File: src/rtl/text_glyph_renderer.sv
// ============================================================================
// text_glyph_renderer : 3-stage character-cell text renderer (8x16 font)
// Revision 1.0
// ============================================================================
`default_nettype none

module text_glyph_renderer #(
  parameter int          COLS         = 80,
  parameter int          ROWS         = 30,
  parameter logic [23:0] FG_RGB       = 24'hFFFFFF,
  parameter logic [23:0] BG_RGB       = 24'h000000,
  parameter int          BLINK_FRAMES = 30
) (
  input  logic        clk,
  input  logic        reset,
  input  logic [11:0] pix_x,
  input  logic [11:0] pix_y,
  input  logic        de_in,
  input  logic        hs_in,
  input  logic        vs_in,
  output logic [11:0] txt_addr,
  input  logic [7:0]  txt_data,
  output logic [10:0] font_ad,
  input  logic [7:0]  font_dout,
  input  logic        cursor_en,
  input  logic [6:0]  cursor_col,
  input  logic [4:0]  cursor_row,
  output logic [23:0] rgb_out,
  output logic        de_out,
  output logic        hs_out,
  output logic        vs_out
);

  localparam int             FCW           = (BLINK_FRAMES > 1) ? $clog2(BLINK_FRAMES) : 1;
  localparam logic [FCW-1:0] C_FRAME_LAST  = FCW'(BLINK_FRAMES - 1);
  localparam logic [8:0]     C_COLS        = 9'(COLS);
  localparam logic [7:0]     C_ROWS        = 8'(ROWS);
  localparam logic [11:0]    C_COLS12      = 12'(COLS);

  typedef struct packed {
    logic [3:0] glyph_row;
    logic [2:0] glyph_bit;
    logic       in_area;
    logic       de;
    logic       hs;
    logic       vs;
    logic       cursor_hit;
  } stage1_t;

  typedef struct packed {
    logic [2:0] glyph_bit;
    logic       in_area;
    logic       de;
    logic       hs;
    logic       vs;
    logic       cursor_hit;
    logic       inv;
  } stage2_t;

  stage1_t        s1_d, s1_q;
  stage2_t        s2_d, s2_q;
  logic [23:0]    rgb_d, rgb_q;
  logic           de_d, de_q, hs_d, hs_q, vs_d, vs_q;
  logic           vs_prev_d, vs_prev_q;
  logic [FCW-1:0] frame_cnt_d, frame_cnt_q;
  logic           blink_d, blink_q;

  logic [8:0]     w_cell_col;
  logic [7:0]     w_cell_row;
  logic           w_in_area;
  logic           w_lit;

  always_comb begin
    w_cell_col = pix_x[11:3];
    w_cell_row = pix_y[11:4];
    w_in_area  = de_in && (w_cell_col < C_COLS) && (w_cell_row < C_ROWS);

    // 12-bit product is exact for every in-area cell while COLS*ROWS <= 4096
    txt_addr = w_in_area ? (12'(w_cell_row) * C_COLS12 + 12'(w_cell_col)) : 12'd0;

    // txt_data now belongs to the pixel held in stage 1
    font_ad = {txt_data[6:0], s1_q.glyph_row};

    s1_d.glyph_row  = pix_y[3:0];
    s1_d.glyph_bit  = pix_x[2:0];
    s1_d.in_area    = w_in_area;
    s1_d.de         = de_in;
    s1_d.hs         = hs_in;
    s1_d.vs         = vs_in;
    s1_d.cursor_hit = cursor_en && blink_q
                      && ({2'b00, cursor_col} == w_cell_col)
                      && ({3'b000, cursor_row} == w_cell_row)
                      && (pix_y[3:0] >= 4'd14);

    s2_d.glyph_bit  = s1_q.glyph_bit;
    s2_d.in_area    = s1_q.in_area;
    s2_d.de         = s1_q.de;
    s2_d.hs         = s1_q.hs;
    s2_d.vs         = s1_q.vs;
    s2_d.cursor_hit = s1_q.cursor_hit;
    s2_d.inv        = txt_data[7];

    // ~bit == 7-bit: font bit 7 is the leftmost pixel of the cell
    w_lit = font_dout[~s2_q.glyph_bit] ^ s2_q.inv;
    if (s2_q.cursor_hit) begin
      w_lit = 1'b1;
    end

    if (!s2_q.de) begin
      rgb_d = 24'h000000;
    end else if (!s2_q.in_area) begin
      rgb_d = BG_RGB;
    end else begin
      rgb_d = w_lit ? FG_RGB : BG_RGB;
    end
    de_d = s2_q.de;
    hs_d = s2_q.hs;
    vs_d = s2_q.vs;

    vs_prev_d   = vs_in;
    frame_cnt_d = frame_cnt_q;
    blink_d     = blink_q;
    if (vs_in && !vs_prev_q) begin
      if (frame_cnt_q == C_FRAME_LAST) begin
        frame_cnt_d = '0;
        blink_d     = ~blink_q;
      end else begin
        frame_cnt_d = frame_cnt_q + 1'b1;
      end
    end
  end

  always_ff @(posedge clk) begin
    if (reset) begin
      s1_q        <= '0;
      s2_q        <= '0;
      rgb_q       <= '0;
      de_q        <= 1'b0;
      hs_q        <= 1'b0;
      vs_q        <= 1'b0;
      vs_prev_q   <= 1'b0;
      frame_cnt_q <= '0;
      blink_q     <= 1'b1;
    end else begin
      s1_q        <= s1_d;
      s2_q        <= s2_d;
      rgb_q       <= rgb_d;
      de_q        <= de_d;
      hs_q        <= hs_d;
      vs_q        <= vs_d;
      vs_prev_q   <= vs_prev_d;
      frame_cnt_q <= frame_cnt_d;
      blink_q     <= blink_d;
    end
  end

  assign rgb_out = rgb_q;
  assign de_out  = de_q;
  assign hs_out  = hs_q;
  assign vs_out  = vs_q;

endmodule

`default_nettype wire

File: config.mk
export PLATFORM = sky130hd
export DESIGN_NAME = text_glyph_renderer
export DESIGN_NICKNAME = d
export VERILOG_FILES = /design/src/rtl/text_glyph_renderer.sv
export SDC_FILE = /design/constraint.sdc
export NUM_CORES = 1
export LEC_CHECK = 0
export CAP_MARGIN = 30
export CORE_UTILIZATION = 40
export CTS_BUF_LIST = sky130_fd_sc_hd__clkbuf_4
export CTS_CLUSTER_SIZE = 25
export DETAILED_ROUTE_END_ITERATION = 16
export PLACE_DENSITY = 0.83
export SKIP_CTS_REPAIR_TIMING = 1
export SLEW_MARGIN = 40
export SYNTH_ARGS = -nofsm -noshare
export SYNTH_HDL_FRONTEND = slang
export SYNTH_SLANG_ARGS = --single-unit
File: constraint.sdc
create_clock -name clk -period 3.6 [get_ports clk]
set_clock_uncertainty 0.1 [all_clocks]
set_input_delay 0.72 -clock clk [delete_from_list [all_inputs] [get_ports clk]]
set_output_delay 0.72 -clock clk [all_outputs]
set_load 0.01 [all_outputs]
==> summary.md <==
| Metric | Value |
|---|---|
| Row count | 24 |
| Die extent in y | just over 70 um |
| Status | finished, violations left |
| WL per Instance | 13.4 um |
| Total gr overflow | 0 |
| Ranking of synthesized cells by area | dfxtp_1 32%, buf_4 13%, ha_1 10%, xnor2_1 9.6%, nor2b_1 7.5% |
| Mux cell area share after synthesis | 0.0326 |
| Die Area | a little over 5000 um2 |
| Top cell type's share of synthesized area | 0.323 |
| Syn nets | approximately 280 |
| Post-route cell area | between 2000 and 3000 um2 |
| Layout overhead on the synthesized area | 55.7% |
| Final Hold Viols | 0 |
| Setup TNS | 0 ns |
| Adder-cell share of the synthesized area | 0.125 |
| Reg2Reg Setup Slack | 1.96 ns |
| Worst vdd ir | around 0.12 mV |
| Crit start category | input pin |
| Worst slew margin | 0.584 |
| Top Ports | 108 |
| Worst-Skew Late Latency | approximately 0.34 ns |
| FF-to-FF Start | s2_q[6] |
| CP required | roughly 2.8 ns |
| Initial antenna violation count | 0 |
| Final Net Count | between 300 and 400 |
| Ant. Diodes | 0 |
| Syn_area_per_cell | ~9.6 um2 |
| WHS | ~0.33 ns |
| Htree depth | 2 |
| Post-synthesis instance area | between 1500 and 2000 um2 |
| Max Root-Sink Buffers | 2 |
| Num CTS Buffers | 5 |
| Initial DRC count | 56 |
| Gr usage total | 0.175 |
| Top_reg_cell synth | dfxtp_1 |
| RSZ-0062 raised after global routing | true |
| CTS Root Cell | clkbuf_4 |
| Yosys warning total | 0 |
| Largest family of logic cells by synthesized area | simple AND/OR/NAND/NOR gates |
| Area fraction in compound gates after synthesis | 0.0632 |
| PwrDens | between 200 and 300 nW/um2 |
| Vias in the first global route | 1615 |
| Initial core utilization | 0.430 |
| Post-synthesis cell count | ~200 |
| Largest net degree at the start of global routing | 25 |
| Post-DP HPWL | about 3.5 mm |
| Post-Synth XOR/XNOR Area | 0.123 |
| #FFs+latches synth | 31 |
| TritonCTS clock tree | done |
| Ys async rst share | 0 |
| Final WL | 4.52 mm |
| Chip width | around 71 um |
| RePlAce Congestion | between 0.9 and 1 |
| Crit path kind | input pin to output port |
| Fin. max-slew vios | 0 |
| Vias per inst | ~4.9 |
| Post-Synth Simple-Gate Area | 0.189 |
| DRC violations left | 11 |
| Clock sink total | 31 |
| Endpoints failing setup | 0 |
| Slew @ Worst Pin | slightly above 0.6 ns |
| Buffers added on ports | 93 |
| Fmax achieved | about 280 MHz |
| 1st-pass router iterations | 10 |
| Via count | 1663 |
| DP Worst Slack | -0.823 ns |
| Most common cell in the netlist | buf_4 |
| Critical Path End Type | output port |
| Proportion of layout cells with a drive suffix above 1 | 0.189 |
| Synth unique cells | 30 |
| DP Area | 2810 um2 |
| CP Data Arrival Time | approximately 2.7 ns |
| R2R Path End | rgb_out[22] |
| Post-synth top area cell | dfxtp_1 |
| Leakage Power | about 1.4 nW |
| Setup ws final | about 0.04 ns |
| Hold Crit Start | s2_q[5] |
| Fin crit period | approximately 3.6 ns |
| Routed Antenna Nets | 0 |
| CTS clk-pin slew, worst paths | around 0.08 ns |
| Reg2reg path depth | 4 |
| Crit-path max FO | 4 |
| Hold depth | 1 |
| Number of synthesized flops with an enable pin | 0 |
| Commonest cells in the netlist | 34 x buf_4, 31 x dfxtp_1, 23 x nor2b_1 |
| Max-cap violation count | 0 |
| Failing checks | DRC |
| First-pass GRT wire length | 6.91 mm |
| Worst min-delay path class | register to register |
| Sequential cell area fraction in the yosys report | 0.323 |
| Hold Path End | rgb_out[22] |
| Placeable Area | 4470 um2 |
| Period utilization | 0.989 |
-- cells in the final DEF (no fill, tap or decap), types with 2 or more instances in the layout --
cell type and count:
xor2_1 5, dfxtp_1 31, inv_1 3, dlymetal6s2s_1 11
nand4_1 7, nor2_1 12, fa_1 2, buf_4 21
ha_4 5, mux4_1 2, nand2_1 3, a21o_1 4
buf_2 3, xnor2_2 2, a21oi_2 4, nor2b_1 23
buf_6 2, clkbuf_4 5, and2_1 6, o21ai_0 4
a211oi_1 2, ha_1 11, nand3_1 2, clkdlybuf4s50_1 76
xnor2_1 19
-- cell families (layout without fill, tap and decap cells) --
logic type               count (synthesis)  after routing
multiplexers                             3              3
buffers and inverters                   40            124
AO/OA/AOI/OAI                           19             19
adder cells (fa/ha/maj)                 18             18
XOR/XNOR                                27             27
AND/OR/NAND/NOR                         63             63
flip-flops                              31             31
-- layer usage --
layer,routed length [um],track usage,vias to the layer above
met2,2280,0.313,84
li1,-,-,809
met4,82,0.0711,0
met5,0,0,-
met1,1720,0.182,762
met3,429,0.0717,8
-- metrics by stage --
step | power (mW) | cells | utilization
after global placement | 0.611 | 330 | 0.628
after floorplan | 0.503 | 201 | -
after global routing | 0.892 | 337 | 0.669
after detailed placement | 0.616 | 330 | 0.628
final | 0.833 | 337 | 0.669
after CTS | 0.799 | 337 | 0.638
-- registers in the layout, summed over array words and instances, names as in the netlist --
register / count
s1_q: 7
s2_q: 6
frame_cnt_q: 5
font_ad: 4
blink_q: 1
de_d: 1
de_out: 1
hs_d: 1
hs_out: 1
rgb_out: 1
vs_d: 1
vs_out: 1
vs_prev_q: 1
-- worst max-delay path, stage by stage --
cell,delay (ns)
clkdlybuf4s50_1,0.46
ha_1,0.40
o21ai_0,0.28
o21ai_0,0.15
a21o_1,0.23
a31o_2,0.25
a21oi_1,0.11
buf_2,0.14
-- layout make-up --
| type | count | area (um2) |
|---|---|---|
| Multi-Input combinational cell | 130 | 1150 |
| Tap cell | 52 | 65.1 |
| Sequential cell | 31 | 621 |
| Clock inverter | 2 | 8.76 |
| Clock buffer | 5 | 37.5 |
| Timing Repair Buffer | 114 | 1100 |
| Inverter | 3 | 11.3 |
| Fill cell | 376 | 1480 |
-- power by group --
| part | switching, mW | internal (mW) |
|---|---|---|
| combinational | 0.119 | 0.171 |
| sequential | 0.00579 | 0.355 |
| clock | 0.112 | 0.0688 |
-- how the worst max path moves through the flow --
stage          startpoint      endpoint  slack [ns]
2_1_floorplan    pix_y[5]  txt_addr[11]        0.17
3_3_place_gp     pix_y[5]  txt_addr[11]       -0.75
3_5_place_dp     pix_y[5]  txt_addr[10]       -0.82
4_1_cts          pix_y[5]  txt_addr[10]       -0.85
5_1_grt          pix_y[5]  txt_addr[10]       -0.06
6_report         pix_x[9]  txt_addr[11]        0.04
Note: power is estimated with default switching activity, not from simulation.
